### src/rtl/decode_stage_hs.sv
// rtl/decode_stage_hs.sv - RV32I/RV32E decode stage with handshakes, hazard stalls and early redirect
//
// Ports:
//   clk_i, rst_i                 clock, synchronous active-high reset
//   in_valid_i/in_ready_o        fetch-side handshake, instr_i/pc_i qualified by in_valid_i
//   wb_we_i/wb_rd_ptr_i/wb_data_i register-file write-back port
//   out_valid_o/out_ready_i      execute-side handshake for the registered bundle
//   out_pc_o ... illegal_o       decoded bundle (operands, immediate, control)
//   redirect_valid_o/redirect_pc_o one-cycle fetch restart request
//
// Optional build macro: WB_BYPASS_EN (forward same-cycle write-back data into operands).

module decode_stage_hs #(
  parameter int unsigned     XLEN     = 32,
  parameter int unsigned     NREGS    = 32,
  parameter logic [XLEN-1:0] RESET_PC = '0
) (
  input  logic            clk_i,
  input  logic            rst_i,
  input  logic            in_valid_i,
  output logic            in_ready_o,
  input  logic [31:0]     instr_i,
  input  logic [XLEN-1:0] pc_i,
  input  logic            wb_we_i,
  input  logic [4:0]      wb_rd_ptr_i,
  input  logic [XLEN-1:0] wb_data_i,
  output logic            out_valid_o,
  input  logic            out_ready_i,
  output logic [XLEN-1:0] out_pc_o,
  output logic [XLEN-1:0] rs1_o,
  output logic [XLEN-1:0] rs2_o,
  output logic [XLEN-1:0] imm_o,
  output logic [4:0]      rd_ptr_o,
  output logic [7:0]      alu_op_o,
  output logic [6:0]      funct7_o,
  output logic            alu_src_o,
  output logic            reg_we_o,
  output logic            mem_we_o,
  output logic            mem_re_o,
  output logic [1:0]      hb_o,
  output logic            ul_o,
  output logic            illegal_o,
  output logic            redirect_valid_o,
  output logic [XLEN-1:0] redirect_pc_o
);

  localparam int unsigned AW = (NREGS > 1) ? $clog2(NREGS) : 1;

  localparam logic [6:0] OP_LUI    = 7'b0110111;
  localparam logic [6:0] OP_AUIPC  = 7'b0010111;
  localparam logic [6:0] OP_JAL    = 7'b1101111;
  localparam logic [6:0] OP_JALR   = 7'b1100111;
  localparam logic [6:0] OP_BRANCH = 7'b1100011;
  localparam logic [6:0] OP_LOAD   = 7'b0000011;
  localparam logic [6:0] OP_STORE  = 7'b0100011;
  localparam logic [6:0] OP_ALUI   = 7'b0010011;
  localparam logic [6:0] OP_ALUR   = 7'b0110011;

  typedef struct packed {
    logic [XLEN-1:0] pc;
    logic [XLEN-1:0] rs1;
    logic [XLEN-1:0] rs2;
    logic [XLEN-1:0] imm;
    logic [4:0]      rd;
    logic [7:0]      alu_op;
    logic [6:0]      funct7;
    logic            alu_src;
    logic            reg_we;
    logic            mem_we;
    logic            mem_re;
    logic [1:0]      hb;
    logic            ul;
    logic            illegal;
  } bundle_t;

  function automatic logic idx_ok(input logic [4:0] idx);
    return {27'd0, idx} < NREGS;
  endfunction

  function automatic logic [XLEN-1:0] sext(input logic [31:0] v);
    return XLEN'($signed(v));
  endfunction

  function automatic logic src_hit(input logic used, input logic [4:0] src, input logic [4:0] rd);
    return used && (src != 5'd0) && (src == rd);
  endfunction

  // ---------------------------------------------------------------- state
  bundle_t         bundle_q, bundle_d;
  logic            out_valid_q, out_valid_d;
  logic            redirect_valid_q, redirect_valid_d;
  logic [XLEN-1:0] redirect_pc_q, redirect_pc_d;
  // rd of a load handed to execute last cycle; its data is not yet written back
  logic            ld_trk_valid_q, ld_trk_valid_d;
  logic [4:0]      ld_trk_rd_q, ld_trk_rd_d;

  // ---------------------------------------------------------------- register file
  logic [XLEN-1:0] rf_q [NREGS];

  always_ff @(posedge clk_i) begin
    if (wb_we_i && (wb_rd_ptr_i != 5'd0) && idx_ok(wb_rd_ptr_i)) begin
      rf_q[wb_rd_ptr_i[AW-1:0]] <= wb_data_i;
    end
  end

  // ---------------------------------------------------------------- field decode
  logic [6:0] opcode;
  logic [2:0] funct3;
  logic [4:0] rs1_idx, rs2_idx, rd_idx;

  assign opcode  = instr_i[6:0];
  assign funct3  = instr_i[14:12];
  assign rs1_idx = instr_i[19:15];
  assign rs2_idx = instr_i[24:20];
  assign rd_idx  = instr_i[11:7];

  logic is_lui, is_auipc, is_jal, is_jalr, is_branch, is_load, is_store, is_alui, is_alur;

  assign is_lui    = (opcode == OP_LUI);
  assign is_auipc  = (opcode == OP_AUIPC);
  assign is_jal    = (opcode == OP_JAL);
  assign is_jalr   = (opcode == OP_JALR);
  assign is_branch = (opcode == OP_BRANCH);
  assign is_load   = (opcode == OP_LOAD);
  assign is_store  = (opcode == OP_STORE);
  assign is_alui   = (opcode == OP_ALUI);
  assign is_alur   = (opcode == OP_ALUR);

  logic rs1_used, rs2_used, rd_used, known_op, bad_idx, illegal;

  assign rs1_used = is_alur | is_alui | is_load | is_store | is_branch | is_jalr;
  assign rs2_used = is_alur | is_store | is_branch;
  assign rd_used  = is_alur | is_alui | is_load | is_lui | is_auipc | is_jal | is_jalr;
  assign known_op = rs1_used | rd_used;
  assign bad_idx  = (rs1_used && !idx_ok(rs1_idx)) || (rs2_used && !idx_ok(rs2_idx)) ||
                    (rd_used && !idx_ok(rd_idx));
  assign illegal  = !known_op || bad_idx;

  logic [31:0] imm_i32, imm_s32, imm_b32, imm_u32, imm_j32;

  assign imm_i32 = {{20{instr_i[31]}}, instr_i[31:20]};
  assign imm_s32 = {{20{instr_i[31]}}, instr_i[31:25], instr_i[11:7]};
  assign imm_b32 = {{19{instr_i[31]}}, instr_i[31], instr_i[7], instr_i[30:25], instr_i[11:8], 1'b0};
  assign imm_u32 = {instr_i[31:12], 12'd0};
  assign imm_j32 = {{11{instr_i[31]}}, instr_i[31], instr_i[19:12], instr_i[20], instr_i[30:21], 1'b0};

  // ---------------------------------------------------------------- operands
  logic [XLEN-1:0] rs1_rf, rs2_rf, rs1_val, rs2_val;
  logic            wb_hit_rs1, wb_hit_rs2, wb_hazard;

  assign rs1_rf = ((rs1_idx != 5'd0) && idx_ok(rs1_idx)) ? rf_q[rs1_idx[AW-1:0]] : '0;
  assign rs2_rf = ((rs2_idx != 5'd0) && idx_ok(rs2_idx)) ? rf_q[rs2_idx[AW-1:0]] : '0;

  assign wb_hit_rs1 = wb_we_i && src_hit(rs1_used, rs1_idx, wb_rd_ptr_i);
  assign wb_hit_rs2 = wb_we_i && src_hit(rs2_used, rs2_idx, wb_rd_ptr_i);

`ifdef WB_BYPASS_EN
  assign rs1_val   = wb_hit_rs1 ? wb_data_i : rs1_rf;
  assign rs2_val   = wb_hit_rs2 ? wb_data_i : rs2_rf;
  assign wb_hazard = 1'b0;
`else
  // Without forwarding, wait one cycle so the array holds the new value.
  assign rs1_val   = rs1_rf;
  assign rs2_val   = rs2_rf;
  assign wb_hazard = wb_hit_rs1 || wb_hit_rs2;
`endif

  // ---------------------------------------------------------------- hazards / handshake
  logic ld_out_hit, ld_trk_hit, hazard, squash, accept, take_in;

  assign ld_out_hit = out_valid_q && bundle_q.mem_re &&
                      (src_hit(rs1_used, rs1_idx, bundle_q.rd) || src_hit(rs2_used, rs2_idx, bundle_q.rd));
  assign ld_trk_hit = ld_trk_valid_q &&
                      (src_hit(rs1_used, rs1_idx, ld_trk_rd_q) || src_hit(rs2_used, rs2_idx, ld_trk_rd_q));
  assign hazard     = ld_out_hit || ld_trk_hit || wb_hazard;

  // The redirect pulse cycle discards whatever fetch presents, so a hazard
  // on that wrong-path instruction must not block it.
  assign squash     = redirect_valid_q;
  assign in_ready_o = (!out_valid_q || out_ready_i) && (!hazard || squash);
  assign accept     = in_valid_i && in_ready_o;
  assign take_in    = accept && !squash;

  // ---------------------------------------------------------------- branch resolution
  logic            br_taken, redirect_req;
  logic [XLEN-1:0] redirect_tgt, jalr_sum;

  assign jalr_sum = rs1_val + sext(imm_i32);

  always_comb begin
    br_taken = 1'b0;
    case (funct3)
      3'b000:  br_taken = (rs1_val == rs2_val);
      3'b001:  br_taken = (rs1_val != rs2_val);
      3'b100:  br_taken = ($signed(rs1_val) <  $signed(rs2_val));
      3'b101:  br_taken = ($signed(rs1_val) >= $signed(rs2_val));
      3'b110:  br_taken = (rs1_val <  rs2_val);
      3'b111:  br_taken = (rs1_val >= rs2_val);
      default: br_taken = 1'b0;
    endcase
  end

  assign redirect_req = !illegal && (is_jal || is_jalr || (is_branch && br_taken));

  always_comb begin
    redirect_tgt = pc_i + sext(imm_b32);
    if (is_jal) begin
      redirect_tgt = pc_i + sext(imm_j32);
    end else if (is_jalr) begin
      redirect_tgt = {jalr_sum[XLEN-1:1], 1'b0};
    end
  end

  // ---------------------------------------------------------------- bundle decode
  bundle_t dec_bundle;

  always_comb begin
    dec_bundle         = '0;
    dec_bundle.pc      = pc_i;
    dec_bundle.rd      = rd_idx;
    dec_bundle.illegal = illegal;
    dec_bundle.alu_op  = 8'h01;
    dec_bundle.rs1     = rs1_val;
    dec_bundle.rs2     = rs2_used ? rs2_val : '0;

    if (is_jal || is_jalr || is_auipc) begin
      dec_bundle.rs1 = pc_i;
    end else if (is_lui) begin
      dec_bundle.rs1 = '0;
    end

    if (is_alui || is_load || is_jalr) begin
      dec_bundle.imm = sext(imm_i32);
    end
    if (is_store) dec_bundle.imm = sext(imm_s32);
    if (is_branch) dec_bundle.imm = sext(imm_b32);
    if (is_lui || is_auipc) dec_bundle.imm = sext(imm_u32);
    // Link value is pc + 4 computed by execute's adder.
    if (is_jal || is_jalr) dec_bundle.imm = XLEN'(4);

    if (is_alur || is_alui) begin
      dec_bundle.alu_op = 8'h01 << funct3;
    end
    if (is_alur || (is_alui && funct3 == 3'b101)) begin
      dec_bundle.funct7 = instr_i[31:25];
    end

    dec_bundle.alu_src = is_alui | is_load | is_store | is_lui | is_auipc | is_jal | is_jalr;
    dec_bundle.reg_we  = rd_used && (rd_idx != 5'd0) && !illegal;
    dec_bundle.mem_we  = is_store && !illegal;
    dec_bundle.mem_re  = is_load && !illegal;

    if (is_load || is_store) begin
      dec_bundle.hb = funct3[1:0];
      dec_bundle.ul = funct3[2];
    end
  end

  // ---------------------------------------------------------------- next state
  always_comb begin
    out_valid_d = out_valid_q;
    bundle_d    = bundle_q;
    if (take_in) begin
      out_valid_d = 1'b1;
      bundle_d    = dec_bundle;
    end else if (out_ready_i) begin
      out_valid_d = 1'b0;
    end

    redirect_valid_d = take_in && redirect_req;
    redirect_pc_d    = (take_in && redirect_req) ? redirect_tgt : redirect_pc_q;

    ld_trk_valid_d = out_valid_q && out_ready_i && bundle_q.mem_re;
    ld_trk_rd_d    = bundle_q.rd;
  end

  always_ff @(posedge clk_i) begin
    if (rst_i) begin
      bundle_q         <= '0;
      bundle_q.pc      <= RESET_PC;
      out_valid_q      <= 1'b0;
      redirect_valid_q <= 1'b0;
      redirect_pc_q    <= RESET_PC;
      ld_trk_valid_q   <= 1'b0;
      ld_trk_rd_q      <= 5'd0;
    end else begin
      bundle_q         <= bundle_d;
      out_valid_q      <= out_valid_d;
      redirect_valid_q <= redirect_valid_d;
      redirect_pc_q    <= redirect_pc_d;
      ld_trk_valid_q   <= ld_trk_valid_d;
      ld_trk_rd_q      <= ld_trk_rd_d;
    end
  end

  // ---------------------------------------------------------------- outputs
  assign out_valid_o      = out_valid_q;
  assign out_pc_o         = bundle_q.pc;
  assign rs1_o            = bundle_q.rs1;
  assign rs2_o            = bundle_q.rs2;
  assign imm_o            = bundle_q.imm;
  assign rd_ptr_o         = bundle_q.rd;
  assign alu_op_o         = bundle_q.alu_op;
  assign funct7_o         = bundle_q.funct7;
  assign alu_src_o        = bundle_q.alu_src;
  assign reg_we_o         = bundle_q.reg_we;
  assign mem_we_o         = bundle_q.mem_we;
  assign mem_re_o         = bundle_q.mem_re;
  assign hb_o             = bundle_q.hb;
  assign ul_o             = bundle_q.ul;
  assign illegal_o        = bundle_q.illegal;
  assign redirect_valid_o = redirect_valid_q;
  assign redirect_pc_o    = redirect_pc_q;

endmodule

### config.mk
export PLATFORM = sky130hd
export DESIGN_NAME = decode_stage_hs
export DESIGN_NICKNAME = d
export VERILOG_FILES = /design/src/rtl/decode_stage_hs.sv
export SDC_FILE = /design/constraint.sdc
export NUM_CORES = 2
export LEC_CHECK = 0
export BUFFER_PORTS_ARGS = -buffer_cell sky130_fd_sc_hd__buf_2
export CORE_MARGIN = 5
export CORE_UTILIZATION = 62
export DETAILED_ROUTE_END_ITERATION = 7
export PLACE_DENSITY = 0.77
export SLEW_MARGIN = 20
export SYNTH_ARGS = -nofsm -noshare
export SYNTH_HDL_FRONTEND = slang
export SYNTH_SLANG_ARGS = --single-unit
### constraint.sdc
create_clock -name clk_i -period 7.21 [get_ports clk_i]
set_clock_uncertainty 0.2 [all_clocks]
set_input_delay 0.721 -clock clk_i [delete_from_list [all_inputs] [get_ports clk_i]]
set_output_delay 0.721 -clock clk_i [all_outputs]
set_load 0.005 [all_outputs]
==> impl_metrics.csv <==
group,metric,value,unit
sta,finalMaxSlewViolations,0,
run,maxCapViolations,0,
final_layout,multi_input_area,24900,µm²
setup_path,startpoint_type,"input port",
sta,setup_viol_count_final,0,
drt,vias_per_cell,7.35,
floorplanning,fp-row-count,114,
grt,grt_use_met1,47.8,%
clock_tree,post-cts-setup-buffers,0,
setup_path,slowest_delay,0.57,ns
grt,met2_usage,57.0,%
yosys,synth_edf_count,1024,
setup_path,crit_chain,"buf_8, buf_12, buf_12, mux4_2, mux4_2, mux2i_1, nor2_1, ha_1, nand4_1, nor2_1, a221oi_1, o221ai_1, a22oi_1, nand3_1, or4b_1, o2111ai_1, nor3_2, o21ai_2, buf_4, nand2_1, a21oi_1",
yosys,avgSynthCellArea,14.4,µm²
placement,globalplace.congestion,0.960,
final_layout,drive_gt1_share,25.9,%
power,p_leak,23.9,nW
yosys,yosysSeqAreaShare,57.2,%
sta,post-route-period-util,85.7,%
yosys,synthXorXnorAreaFrac,1.26,%
floorplanning,design.core.area,96900,µm²
grt,antenna_found_initial,16,
sta,rsz0062_at_grt,"no",
final_layout,register_area,34700,µm²
placement,post-place-ws,0.530,ns
yosys,async_flop_share,0,%
final_layout,final_cells,5891,
power,p_per_area,239,nW/µm²
setup_path,path_max_fanout,48,
drt,route.antenna.remaining_nets,0,
sta,min_period,6.18,ns
floorplanning,die_x,323,µm
drt,first_pass_iters,8,
grt,busiest_layer,"met2",
sta,slew_headroom,24.6,%
setup_path,r2r-end,"redirect_pc_o[1]$_SDFFE_PP0P_",
setup_path,critPathKind,"in2reg",
yosys,synth_compound_area_share,9.29,%
floorplanning,num_io_pins,297,
sta,tns,0,ns
final_layout,stdcell_area,68300,µm²
yosys,synth-adder-area-share,2.21,%
placement,port_buffers,296,
yosys,netlist_area,60600,µm²
final_layout,nNetsFinal,4710,
setup_path,worstPathRequired,7.66,ns
grt,grt_remaining_overflow,0,
setup_path,r2r_cells,19,
setup_path,cp-end-kind,"register",
yosys,syn_inst,4206,
clock_tree,cts_hold_repair.buffers,0,
clock_tree,tritoncts,"done",
yosys,synthFlopType,"edfxtp_1",
status,violations,"DRC",
drt,wire_per_inst,33.3,µm
clock_tree,cts-resized-gates,0,
sta,fin_ws,1.03,ns
grt,grt_max_degree,101,
drt,drcViolationCount,1,
placement,place_inst,5653,
yosys,synthSimpleGateAreaFrac,6.32,%
worst_hold_path,worstHoldPathType,"in2reg",
grt,met3_usage,11.7,%
clock_tree,clkSlewWorstSetupHoldPaths,0.06,ns
clock_tree,clk_path_buf_depth,3,
yosys,synth-seq-cells,1220,
clock_tree,cts_made_buffers,119,
setup_path,r2r_start,"rf_q[31][25]$_DFFE_PP_",
final_layout,area_growth,12.8,%
worst_hold_path,whs_path_depth,3,
floorplanning,fp.dieArea,104000,µm²
grt,grt_pass1_vias,42000,
sta,worst_pin_slew,1.13,ns
final_layout,fin_util,70.5,%
yosys,ys_warn_count,0,
power,ir_drop,0.000230,V
drt,drt-total-wl,196000,µm
drt,drt-initial-drc-count,6555,
clock_tree,root_buffer,"clkbuf_16",
final_layout,fillers,6262,
drt,via_count,43300,
yosys,muxShareOfSynthArea,21.4,%
setup_path,reg2reg_slack,1.20,ns
clock_tree,h-tree-depth,3,
setup_path,critPathArrivalTime,6.63,ns
floorplanning,fp.dieH,323,µm
clock_tree,clkSinkCount,1220,
sta,fmaxAchievable,162,MHz
floorplanning,start_util,62.6,%
worst_hold_path,hold_path_startpoint,"pc_i[23]",
yosys,yosysUniqueCellTypes,84,
sta,hold_viol,0,
setup_path,crit_slowest_cell,"mux2i_1",
clock_tree,insertion_delay,0.74,ns
status,outcome,"finished with violations",
yosys,synth_top_family_by_area,"multiplexers",
worst_hold_path,hold_end,"out_pc_o[23]$_SDFFE_PP0P_",
grt,track_usage,37.1,%
placement,post_dp_cell_area,64300,µm²
placement,hpwl,118000,µm
grt,grt_pass1_wl,281000,µm
[stage by stage]
stage          hold WS [ns]  power, mW
6_report             0.0722       16.3
5_1_grt              0.0507       16.8
4_1_cts              0.0340       16.3
3_5_place_dp          0.240       10.1
3_3_place_gp          0.234       10.1
2_1_floorplan         0.248       9.33
[registers in the layout, summed over array words and instances, names as in the netlist]
| register | cells |
|---|---|
| reg_we_o | 1 |
| out_valid_o | 1 |
| funct7_o | 7 |
| mem_we_o | 1 |
| ul_o | 1 |
| redirect_valid_o | 1 |
| ld_trk_valid_q | 1 |
| mem_re_o | 1 |
| rs2_o | 32 |
| redirect_pc_o | 32 |
| out_pc_o | 32 |
| rf_q | 1024 |
| alu_src_o | 1 |
| alu_op_o | 8 |
| hb_o | 2 |
| rd_ptr_o | 5 |
| ld_trk_rd_q | 5 |
| imm_o | 32 |
| illegal_o | 1 |
| rs1_o | 32 |
[worst max path at each step]
stage | slack (ns) | depth (start not counted) | from | end
finish | 1.03 | 21 | instr_i[15] | redirect_pc_o[1]$_SDFFE_PP0P_
global route | 0.72 | 20 | instr_i[15] | redirect_pc_o[27]$_SDFFE_PP0P_
CTS | 1.26 | 21 | instr_i[15] | redirect_pc_o[1]$_SDFFE_PP0P_
detailed placement | 0.53 | 21 | instr_i[15] | redirect_pc_o[1]$_SDFFE_PP0P_
global placement | 0.61 | 21 | instr_i[15] | redirect_pc_o[1]$_SDFFE_PP0P_
floorplan | 0.56 | 27 | instr_i[15] | redirect_pc_o[24]$_SDFFE_PP0P_
[cell type report]
type | count | area share [%]
Multi-Input combinational cell | 2679 | 36.5
Inverter | 23 | 0.126
Timing Repair Buffer | 457 | 4.48
Sequential cell | 1220 | 50.7
Clock buffer | 157 | 4.79
Antenna cell | 9 | 0.0330
Clock inverter | 70 | 0.998
Tap cell | 1276 | 2.34
[kinds of logic after synthesis]
| logic type | Yosys count |
|---|---|
| AO/OA/AOI/OAI | 894 |
| flip-flops | 1220 |
| adder cells (fa/ha/maj) | 106 |
| XOR/XNOR | 87 |
| other | 1 |
| buffers and inverters | 338 |
| AND/OR/NAND/NOR | 807 |
| multiplexers | 753 |
[critical path: cells and delay by family]
kind | cells | cell delay (ns)
buf+inv | 4 | 0.96
simple gates | 7 | 1.37
mux | 3 | 1.62
fa+ha+maj | 1 | 0.37
compound gates | 6 | 1.49
[synthesized netlist by cell type (all sizes together) (22+ instances only)]
cell type	instances	area (µm²)
mux2i	263	2630
a22oi	33	248
mux4	427	9620
edfxtp	1024	30700
inv	22	82.6
o21ai	150	754
nand2	202	758
nor3	131	666
o211ai	31	233
a21oi	341	1710
nand4	27	169
nand3	65	325
dfxtp	196	3920
o221ai	67	587
ha	102	1280
a21o	53	398
o22ai	67	419
nor2b	29	181
a211oi	26	200
clkbuf	205	769
nor2	224	843
a221oi	38	339
nand2b	23	144
xnor2	44	385
xor2	43	377
mux2	63	709
nor3b	32	240
buf	110	551
[layout by cell type (no fill, tap or decap), types with 44 or more instances in the layout]
cell type,instances
buf_2,285
mux2i_1,263
o221ai_1,67
dfxtp_1,196
buf_4,141
nor2_1,191
o22ai_1,67
xnor2_1,44
nor3_1,128
a21o_1,53
mux4_2,427
nand2_1,201
a21oi_1,340
clkbuf_16,121
ha_1,102
edfxtp_1,1024
mux2_2,63
nand3_1,65
o21ai_0,145
[layer usage]
metal	wire [µm]	share of wire, %
met1	65600	33
met2	88600	45
met3	29400	15
met4	12500	6.4
met5	60	0.031
[where the power goes]
group	switching [mW]	total [mW]	internal [mW]
combinational	1.34	2.20	0.857
clock	2.73	6.33	3.59
sequential	0.0657	7.82	7.76
total	4.14	16.3	12.2
Power figures use the tool's default switching activity.
